`config.mk`:
```
export PLATFORM = sky130hd
export DESIGN_NAME = seg7_scan_decoder
export DESIGN_NICKNAME = d
export VERILOG_FILES = /design/src/rtl/seg7_scan_decoder.sv
export SDC_FILE = /design/constraint.sdc
export NUM_CORES = 1
export LEC_CHECK = 0
export ABC_AREA = 1
export CAP_MARGIN = 0
export CORE_UTILIZATION = 59
export DETAILED_ROUTE_END_ITERATION = 12
export GPL_TIMING_DRIVEN = 0
export PLACE_DENSITY = 0.82
export SLEW_MARGIN = 20
export SYNTH_ARGS = -nofsm -noshare
export SYNTH_HDL_FRONTEND = slang
export SYNTH_SLANG_ARGS = --single-unit
```
`constraint.sdc`:
```
create_clock -name clk -period 6 [get_ports clk]
set_clock_uncertainty 0.1 [all_clocks]
set_input_delay 1.2 -clock clk [delete_from_list [all_inputs] [get_ports clk]]
set_output_delay 1.2 -clock clk [all_outputs]
set_load 0.01 [all_outputs]
```
`src/rtl/seg7_scan_decoder.sv`:
```
// seg7_scan_decoder: recovers hex digits from a multiplexed active-low 7-segment bus.
// Each digit commits only after anode settling and a run of identical legal decodes.
module seg7_scan_decoder #(
   parameter int NUM_DIGITS    = 4,
   parameter int SETTLE_CYCLES = 2,
   parameter int STABLE_COUNT  = 3
) (
   input  logic                    clk,
   input  logic                    rst,
   input  logic [6:0]              seven_seg,
   input  logic [NUM_DIGITS-1:0]   anode,
   output logic [4*NUM_DIGITS-1:0] hex_out,
   output logic [NUM_DIGITS-1:0]   digit_valid,
   output logic                    update,
   output logic                    pattern_err,
   output logic                    anode_err
);
   localparam int SW = SETTLE_CYCLES > 1 ? $clog2(SETTLE_CYCLES) : 1;
   localparam int MW = $clog2(STABLE_COUNT + 1);
   localparam int IW = NUM_DIGITS > 1 ? $clog2(NUM_DIGITS) : 1;
   localparam logic [4:0] BLANK = 5'd16;
   localparam logic [4:0] ILL   = 5'd31;

   typedef enum logic [1:0] {IDLE, SETTLE, SAMPLE} state_t;

   state_t                  state, state_n;
   logic [6:0]              seg_r;
   logic [NUM_DIGITS-1:0]   an_r, an_prev, low;
   logic [SW-1:0]           settle_cnt, settle_n;
   logic [MW-1:0]           match_cnt, match_n;
   logic [4:0]              last_code, code_n, code;
   logic                    last_ill, ill_n;
   logic [IW-1:0]           sel, sel_n, idx;
   logic [4*NUM_DIGITS-1:0] hex_n;
   logic [NUM_DIGITS-1:0]   valid_n;
   logic                    upd_n, perr_n, aerr_n;
   logic [3:0]              nib;
   logic                    vld;

   function automatic logic [4:0] decode(input logic [6:0] s);
      case (s)
         7'b0000001: return 5'h0;
         7'b1001111: return 5'h1;
         7'b0010010: return 5'h2;
         7'b0000110: return 5'h3;
         7'b1001100: return 5'h4;
         7'b0100100: return 5'h5;
         7'b0100000: return 5'h6;
         7'b0001111: return 5'h7;
         7'b0000000: return 5'h8;
         7'b0000100: return 5'h9;
         7'b0001000: return 5'hA;
         7'b1100000: return 5'hB;
         7'b0110001: return 5'hC;
         7'b1000010: return 5'hD;
         7'b0110000: return 5'hE;
         7'b0111000: return 5'hF;
         7'b1111111, 7'b1111110: return BLANK;
         default: return ILL;
      endcase
   endfunction

   assign low  = ~an_r;
   assign code = decode(seg_r);
   assign nib  = code == BLANK ? 4'd0 : code[3:0];
   assign vld  = code != BLANK;

   always_comb begin
      idx = '0;
      for (int i = 0; i < NUM_DIGITS; i++) if (low[i]) idx = IW'(i);
   end

   always_comb begin
      state_n  = state;
      settle_n = settle_cnt;
      match_n  = match_cnt;
      code_n   = last_code;
      ill_n    = last_ill;
      sel_n    = sel;
      hex_n    = hex_out;
      valid_n  = digit_valid;
      upd_n    = 1'b0;
      perr_n   = 1'b0;
      aerr_n   = 1'b0;
      // an anode change overrides whatever the FSM was doing, including sampling
      if (an_r != an_prev) begin
         settle_n = '0;
         match_n  = '0;
         ill_n    = 1'b0;
         if (low == '0) state_n = IDLE;
         else if (!$onehot(low)) begin
            state_n = IDLE;
            aerr_n  = 1'b1;
         end else begin
            state_n = SETTLE_CYCLES == 0 ? SAMPLE : SETTLE;
            sel_n   = idx;
         end
      end else if (state == SETTLE) begin
         if (settle_cnt == SW'(SETTLE_CYCLES - 1)) state_n = SAMPLE;
         else settle_n = settle_cnt + 1'b1;
      end else if (state == SAMPLE) begin
         code_n = code;
         ill_n  = code == ILL;
         perr_n = code == ILL && !last_ill;
         if (code == ILL) match_n = '0;
         else if (match_cnt != '0 && code == last_code)
            match_n = match_cnt == MW'(STABLE_COUNT) ? match_cnt : match_cnt + 1'b1;
         else match_n = MW'(1);
         // commit on reaching the threshold, not while a saturated run continues
         if (code != ILL && match_n == MW'(STABLE_COUNT) &&
             !(match_cnt == MW'(STABLE_COUNT) && code == last_code)) begin
            hex_n[4*int'(sel) +: 4] = nib;
            valid_n[sel]            = vld;
            upd_n = hex_out[4*int'(sel) +: 4] != nib || digit_valid[sel] != vld;
         end
      end
   end

   always_ff @(posedge clk) begin
      if (rst) begin
         state       <= IDLE;
         seg_r       <= '0;
         an_r        <= '0;
         an_prev     <= '0;
         settle_cnt  <= '0;
         match_cnt   <= '0;
         last_code   <= '0;
         last_ill    <= 1'b0;
         sel         <= '0;
         hex_out     <= '0;
         digit_valid <= '0;
         update      <= 1'b0;
         pattern_err <= 1'b0;
         anode_err   <= 1'b0;
      end else begin
         state       <= state_n;
         seg_r       <= seven_seg;
         an_r        <= anode;
         an_prev     <= an_r;
         settle_cnt  <= settle_n;
         match_cnt   <= match_n;
         last_code   <= code_n;
         last_ill    <= ill_n;
         sel         <= sel_n;
         hex_out     <= hex_n;
         digit_valid <= valid_n;
         update      <= upd_n;
         pattern_err <= perr_n;
         anode_err   <= aerr_n;
      end
   end
endmodule
```
==> metrics.cfg, run 1 <==
[sta]
setup_slack_ns = 3.450
hold_viol_final = 0
setup_violations = 0
worstMarginPinSlew_ns = 0.5454
finalCriticalPeriod_ns = 2.550
period_share_pct = 42.49
drv_slew = 0
slew-limit-headroom_pct = 63.64
rsz0062_at_grt = false
tns_ns = 0
fmax_ghz = 0.3922

[clocking]
cts-root-buf = clkbuf_8
postCtsHoldBufs = 0
cts.path.max_buffers = 2
cts_buffers = 5
clkTransAtPathRegs_ns = 0.09
insertion_delay_ns = 0.31
cts_resized = 0
cts_tree = built
cts_num_sinks = 51
post_cts_buffers = 0
htreeDepth = 2

[worst_setup_path]
crit_family = buffers and inverters
slowest_delay_ns = 0.55
cp_max_fo = 3
path_class = flop to primary output
end_kind = primary output
crit_required_ns = 4.70
cp-start-kind = flop
arrival_ns = 1.25
critPathBufInv = 1
worstPathCellList = clkdlybuf4s50_1
slowest_stage = clkdlybuf4s50_1

[layout]
final_util_pct = 73.38
fin_area_um2 = 3535
area_growth_pct = 17.90
diodes = 0
fin_cells = 568
drive_above_1_share_pct = 8.583
nets = 523

[die]
fp.dieW_um = 73.28
rows = 25
initial_core_util_pct = 62.23
pin_count = 36
die_h_um = 73.28
coreArea_um2 = 4817
die_area_um2 = 5370

[detailed_routing]
met3RoutedLength_um = 361
dr.first_iter.drc_count = 105
viasPerCell = 5.046
dr.pass1.iters = 4
wl_per_cell_um = 11.60
wl_um = 6591
vias = 2866
met1_length_um = 3088
wl_met2_um = 3025
ant_nets = 0
drc = 0
highest_layer = met4

[power_and_ir_drop]
p_int_w = 0.0005178
powerDensity_nw_per_um2 = 210.5
switchingPower_w = 0.0002263
switching_share_pct = 30.42
p_leak_nw = 1.749
p_seq_share_pct = 48.1
ir_worst_vdd_uv = 142.4
pwr-share-clk_pct = 32.5
combPwrFrac_pct = 19.4

[flow_run]
drv_cap = 0

[logic_synthesis]
ys.flop_type = dfxtp_1
synth_cell_type_count = 31
ys_warn_count = 0
syn_nets = 482
avgSynthCellArea_um2 = 6.531
synth-edff-count = 0
synth_common_cells = nor2_1, nand2_1, inv_1, dfxtp_1, a21oi_1
ys_top_cells_by_area = dfxtp_1, nor2_1, nand2_1
syn_inst = 459
synthArstFlopShare_pct = 0
ys_ff_latch = 51
yosysMostFrequentCell = nor2_1
synth_top_area_cell = dfxtp_1
synthesis.area_um2 = 2998
yosys.area.top_type_share_pct = 34.06
ys_seq_area_share_pct = 34.06

[placement]
preCtsSetupSlack_ns = 3.483
dp.cells = 560
portBuffers = 34
place_congestion = 0.9160
placed_cell_area_um2 = 3422
dp_hpwl_um = 5142

[worst_hold_path]
hold_path_class = flop to flop

[outcome]
status = finished, final reports clean

[global_routing]
grt_max_degree = 17
antenna_found_initial = 0
grtUsageTotal_pct = 27.01
grt_pass1_wl_um = 11200
grt_remaining_overflow = 0
grt_pass1_vias = 2623

-- path summary, 6_finish.rpt --
kind,start,to,slack (ns),cells past startpoint
min,last_ill,pattern_err,0.35,1
max reg2reg,seg_r[1],hex_out[2],3.46,14
max,hex_out[7],hex_out[7],3.45,1
min reg2reg,last_ill,pattern_err,0.35,1
-- power by group through the flow --
stage          Combinational, W  Sequential [W]  Clock [W]
2_1_floorplan          0.000107        0.000363          0
6_report               0.000145        0.000358   0.000242
5_1_grt                0.000164        0.000360   0.000258
3_3_place_gp           0.000138        0.000365          0
3_5_place_dp           0.000142        0.000366          0
4_1_cts                0.000143        0.000358   0.000243
-- cell type report --
| cell class | count | area, µm² |
|---|---|---|
| multi-input cells | 318 | 1634 |
| fillers | 435 | 1282 |
| flip-flops and latches | 51 | 1021 |
| repair buffers | 34 | 340.3 |
| inverters | 81 | 305.3 |
| well taps | 67 | 83.83 |
| clock buffers | 5 | 68.82 |
| clock inverters | 3 | 43.79 |
| plain buffers | 9 | 37.54 |
-- sequential cells by signal, indices dropped and copies added, names as in the netlist --
| register | flops |
|---|---|
| hex_out | 16 |
| pattern_err | 1 |
| an_r | 4 |
| sel | 2 |
| seg_r | 7 |
| state | 2 |
| last_code | 5 |
| digit_valid | 4 |
| settle_cnt | 1 |
| update | 1 |
| match_cnt | 2 |
| last_ill | 1 |
| an_prev | 4 |
| anode_err | 1 |
-- cell usage in the layout, fill, tap and decap left out, drive strengths merged --
| master | n |
|---|---|
| nand2 | 108 |
| nor2 | 107 |
| inv | 78 |
| dfxtp | 51 |
| clkdlybuf4s50 | 34 |
| a21oi | 24 |
| o21ai | 20 |
| nand3 | 18 |
| nand4 | 14 |
| clkbuf | 11 |
| ha | 9 |
| xor2 | 5 |
| clkinv | 5 |
| nor3 | 4 |
| buf | 3 |
| nor4 | 2 |
| xnor2 | 2 |
| a31oi | 1 |
| o22ai | 1 |
| and3 | 1 |
| o211ai | 1 |
| fa | 1 |
| bufinv | 1 |
-- cell families (layout without fill, tap and decap cells) --
kind of cell               after synthesis  in the layout  synth area share (%)
and+or+nand+nor                        254            254                 40.02
buffers and inverters                   90            132                 11.44
adders and majority gates               10             10                 4.424
AOI/OAI and AO/OA                       47             47                 8.014
xor gates and xnor gates                 7              7                 2.045
DFF                                     51             51                 34.06
-- through the flow --
step / hold slack (ns) / power (W)
after global placement: 0.3238 / 0.0005035
after floorplan: 0.2949 / 0.0004703
after global routing: 0.3743 / 0.0007811
after CTS: 0.3479 / 0.0007435
after detailed placement: 0.3238 / 0.0005073
final: 0.3451 / 0.0007442
-- per-layer routing --
metal | GRT usage, % | up-vias
met2 | 44.96 | 74
met5 | 0 | -
li1 | - | 1491
met3 | 4.801 | 12
met1 | 34.73 | 1289
met4 | 10.46 | 0
Note: power is estimated with default switching activity, not from simulation.
==> inputs of run 2 (changes only) <==
- CORE_UTILIZATION: 59 -> 50
- PLACE_DENSITY: 0.82 -> 0.74
- clock period: 6 -> 2.05 ns (I/O delays scaled with it)
==> metrics.cfg, run 2 (same netlist as run 1, synthesis figures left out) <==
[outcome]
status = complete, but fails checks
violations = negative setup slack

[worst_setup_path]
cp.depth = 16
cp-start-kind = flop
crit_family = simple AND/OR/NAND/NOR gates
slowest_stage = dfxtp_4
path_class = flop to flop
slowest_delay_ns = 0.38
critPathBufInv = 1
crit_required_ns = 2.15
end_kind = flop
worstPathCellList = inv_4 > nor2_2 > nand2_1 > nor2_2 > nor2_2 > nand2_2 > nor2_4 > nand2_1 > nand2_2 > nand2_1 > nand2_1 > nand3_4 > nor2_8 > nand4_4 > nor2_2 > nor2_1
r2r_cells = 16
arrival_ns = 2.51
cp_max_fo = 6

[global_routing]
antenna_found_initial = 0
grtUsageTotal_pct = 25.08
grt_remaining_overflow = 0
grt_pass1_wl_um = 12510
grt_max_degree = 15
grt_pass1_vias = 2753

[detailed_routing]
vias = 3047
ant_nets = 0
wl_um = 7685
drc = 0
highest_layer = met4
wl_per_cell_um = 12.83
dr.first_iter.drc_count = 147
wl_met2_um = 3740
met1_length_um = 3487
dr.pass1.iters = 4
met3RoutedLength_um = 351
viasPerCell = 5.087

[sta]
hold_viol_final = 0
rsz0062_at_grt = true
setup_slack_ns = -0.3557
worstMarginPinSlew_ns = 0.4992
fmax_ghz = 0.4157
finalCriticalPeriod_ns = 2.406
holdWs_ns = 0.3386
period_share_pct = 117.4
setup_violations = 25
drv_slew = 0
slew-limit-headroom_pct = 66.72

[layout]
final_cell_mix = nor2_1, nand2_1, inv_1
fillers = 441
drive_above_1_share_pct = 25.43
regMostFlops = hex_out
final_common_cell = nor2_1
area_growth_pct = 36.48
largest_reg_flops = 16
diodes = 0
reg_top3 = hex_out (16), seg_r (7), last_code (5)
fin_area_um2 = 4091
nets = 549

[clocking]
insertion_delay_ns = 0.30
cts_num_sinks = 51
cts_buffers = 5
postCtsHoldBufs = 0
cts.path.max_buffers = 2
cts_tree = built
htreeDepth = 2
clkTransAtPathRegs_ns = 0.09
cts-root-buf = clkbuf_8

[die]
die_area_um2 = 6309
fp.dieW_um = 79.43
coreArea_um2 = 5642
pin_count = 36
initial_core_util_pct = 53.14
die_h_um = 79.43
rows = 27

[power_and_ir_drop]
switchingPower_w = 0.0007379
combPwrFrac_pct = 25.9
p_seq_share_pct = 46.1
powerDensity_nw_per_um2 = 557.3
p_int_w = 0.001542
switching_share_pct = 32.36
p_leak_nw = 1.958
ir_worst_vdd_uv = 534.1
pwr-share-clk_pct = 27.9

[worst_hold_path]
holdPathStages = 1
hold_path_class = flop to flop

[placement]
place_congestion = 0.8490
dp_hpwl_um = 5109
portBuffers = 34
placed_cell_area_um2 = 3485

[flow_run]
drv_cap = 0

run 2: changes by cell type in the layout (fill, tap and decap cells not counted), sizes merged, moves of 2 or more:
cell,delta
clkbuf,+3
clkinv,-3
nand4,+2
buf,+22
run 2: metal layers:
metal  vias to the layer above  global-route usage (%)
li1                       1562                       -
met1                      1406                   33.43
met2                        67                   41.45
met3                        12                   4.000
met4                         0                   7.273
met5                         -                       0
run 2: final timing paths:
path / startpoint / end / slack (ns)
setup / recovery: seg_r[2] / digit_valid[0] / -0.36
hold / removal: last_ill / pattern_err / 0.34
setup reg to reg: seg_r[2] / digit_valid[0] / -0.36
hold reg to reg: last_ill / pattern_err / 0.34
run 2: cell type report:
cell class	instances	area [µm²]	share of cell area, %
clock buffer	8	100.1	2.446
timing repair buffer	56	518.0	12.66
tap	72	90.09	2.202
buffer	9	37.54	0.9174
multi-input combinational	322	1969	48.13
sequential	51	1055	25.78
inverter	81	321.6	7.859
run 2: repair_timing:
item                                    in CTS  in global routing
hold endpoints to repair                     0                  0
setup buffers                               11                 11
gates resized for setup                     36                 45
endpoints found under the setup margin      26                 28
pin swaps                                   21                 20
gates cloned                                 4                  0
run 2: worst register-to-register path, stage by stage (launching register included):
cell and delay, ns:
dfxtp_4 0.38, inv_4 0.08, nor2_2 0.04, nand2_1 0.07
nor2_2 0.05, nor2_2 0.12, nand2_2 0.09, nor2_4 0.17
nand2_1 0.14, nand2_2 0.12, nand2_1 0.05, nand2_1 0.10
nand3_4 0.14, nor2_8 0.26, nand4_4 0.19, nor2_2 0.16
nor2_1 0.05
run 2: power by group through the flow:
stage | Sequential, W | Combinational [W] | Clock (W)
2_1_floorplan | 0.00107 | 0.000328 | 0
3_3_place_gp | 0.00107 | 0.000420 | 0
3_5_place_dp | 0.00107 | 0.000430 | 0
4_1_cts | 0.00105 | 0.000509 | 0.000652
5_1_grt | 0.00106 | 0.000641 | 0.000686
6_report | 0.00105 | 0.000592 | 0.000637
run 2: per-stage QoR:
stage                     setup slack, ns  power, W  TNS [ns]  cells  util, %
after floorplan                  -0.01780  0.001393   -0.1249    459        -
after global placement            -0.2939  0.001492    -5.646    565    61.77
after detailed placement          -0.3294  0.001503    -6.731    565    61.77
after CTS                         -0.2472  0.002210    -4.548    588    68.46
after global routing              -0.4506  0.002384    -9.783    599    72.52
final                             -0.3557  0.002280    -6.953    599    72.52
==> inputs of run 3 (changes only) <==
- CORE_UTILIZATION: 50 -> 57
- DONT_BUFFER_PORTS: unset -> 1
- GPL_ROUTABILITY_DRIVEN: unset -> 0
- PLACE_DENSITY: 0.74 -> 0.73
==> metrics.cfg, run 3 (same netlist as run 1, synthesis figures left out) <==
[outcome]
status = complete, but fails checks
violations = negative setup slack

[detailed_routing]
highest_layer = met4
viasPerCell = 5.178
wl_per_cell_um = 13.04
wl_met2_um = 3403
dr.pass1.iters = 4
drc = 0
met3RoutedLength_um = 426
met1_length_um = 3309
wl_um = 7317
dr.first_iter.drc_count = 177
ant_nets = 0
vias = 2905

[layout]
regMostFlops = hex_out
final_common_cell = nand2_1
final_cell_mix = nand2_1, nor2_1, inv_1
fillers = 410
drive_above_1_share_pct = 27.09
largest_reg_flops = 16
nets = 513
area_growth_pct = 24.21
diodes = 0
reg_top3 = hex_out (16), seg_r (7), last_code (5)

[clocking]
cts-root-buf = clkbuf_8
cts.path.max_buffers = 2
postCtsHoldBufs = 0
clkTransAtPathRegs_ns = 0.10
insertion_delay_ns = 0.31
cts_buffers = 5
cts_tree = built
cts_num_sinks = 51
htreeDepth = 2

[worst_setup_path]
cp-startpoint = seg_r[0]
worstPathCellList = nor2_4 > nand2_2 > nor2_2 > nor2_2 > nand2_2 > clkinv_4 > nand3_4 > buf_6 > nand3_2 > nand2_2 > nand3_4 > buf_6 > nor3_4 > nand4_1 > nand2_1 > nor2_1
path_class = flop to flop
arrival_ns = 2.52
r2r_setup_slack_ns = -0.35
cp_common_cell = nand2_2
r2r_end = hex_out[7]
cp_max_fo = 6
slowest_delay_ns = 0.38
r2r_cells = 16
slowest_stage = dfxtp_4
cp-start-kind = flop
endpoint = hex_out[7]
crit_required_ns = 2.17
reg2reg_from = seg_r[0]
end_kind = flop

[die]
rows = 26
die_area_um2 = 5553
die_h_um = 74.52
coreArea_um2 = 5075
initial_core_util_pct = 59.07
pin_count = 36
fp.dieW_um = 74.52

[placement]
dp_hpwl_um = 4828
portBuffers = 0

[global_routing]
grt_remaining_overflow = 0
antenna_found_initial = 0
grtUsageTotal_pct = 28.15
grt_pass1_vias = 2588
grt_pass1_wl_um = 11800
grt_max_degree = 18

[worst_hold_path]
hold_path_startpoint = anode[0]
hold_path_class = input pin to flop

[power_and_ir_drop]
ir_worst_vdd_uv = 412.7
p_seq_share_pct = 47.7
combPwrFrac_pct = 24.7
p_int_w = 0.001451
p_leak_nw = 1.824
switchingPower_w = 0.0007527
switching_share_pct = 34.16
powerDensity_nw_per_um2 = 591.8
pwr-share-clk_pct = 27.6

[sta]
slew-limit-headroom_pct = 67.31
setup_slack_ns = -0.3538
drv_slew = 0
fmax_ghz = 0.4160
holdWs_ns = 0.07851
setup_violations = 24
rsz0062_at_grt = true
period_share_pct = 117.3
finalCriticalPeriod_ns = 2.404
worstMarginPinSlew_ns = 0.4904
hold_viol_final = 0
tns_ns = -6.776

[flow_run]
drv_cap = 0

## run 3: power by group through the flow
stage | logic, W | registers, W | clock network [W]
floorplan | 0.000328 | 0.00107 | 0
detailed placement | 0.000401 | 0.00107 | 0
global placement | 0.000395 | 0.00107 | 0
CTS | 0.000500 | 0.00105 | 0.000618
global route | 0.000594 | 0.00106 | 0.000666
finish | 0.000543 | 0.00105 | 0.000609
## run 3: critical path, delay by kind of cell, from the launching register on
kind	cells	cell delay, ns
buffers and inverters	3	0.36
flip-flops	1	0.38
AND/OR/NAND/NOR	13	1.46
## run 3: timing repair
action	in CTS	in global routing
cloned	2	0
buffers inserted	17	5
setup endpoints to repair	26	32
pin swaps	23	19
resized for setup	65	26
## run 3: layer usage
| metal | global-route usage (%) | up-vias |
|---|---|---|
| met5 | 0 | - |
| met1 | 36.57 | 1313 |
| li1 | - | 1492 |
| met4 | 10.27 | 0 |
| met3 | 4.743 | 17 |
| met2 | 46.85 | 83 |
## run 3: layout make-up
class	count	area [µm²]	share of cell area [%]
sequential	51	1054	28.29
clock buffer	5	68.82	1.848
timing repair buffer	22	192.7	5.175
multi-input combinational	320	1941	52.12
buffer	9	38.79	1.042
inverter	81	319.1	8.569
tap	70	87.58	2.352
clock inverter	3	22.52	0.6048
## run 3: through the flow
step | worst slack (ns) | utilization (%) | total power, W | instances | instance area, µm²
after floorplan | -0.01780 | - | 0.001393 | 459 | 3054
after global placement | -0.3219 | 61.91 | 0.001469 | 529 | 3142
after detailed placement | -0.3651 | 61.91 | 0.001475 | 529 | 3142
after CTS | -0.2646 | 71.28 | 0.002169 | 556 | 3617
after global routing | -0.4881 | 73.37 | 0.002316 | 561 | 3724
final | -0.3538 | 73.37 | 0.002204 | 561 | 3724
## run 3: how the worst min path moves through the flow
stage	endpoint	depth (start not counted)
3_5_place_dp	pattern_err	1
2_1_floorplan	pattern_err	1
4_1_cts	an_r[0]	2
6_report	an_r[0]	2
3_3_place_gp	pattern_err	1
5_1_grt	an_r[2]	2
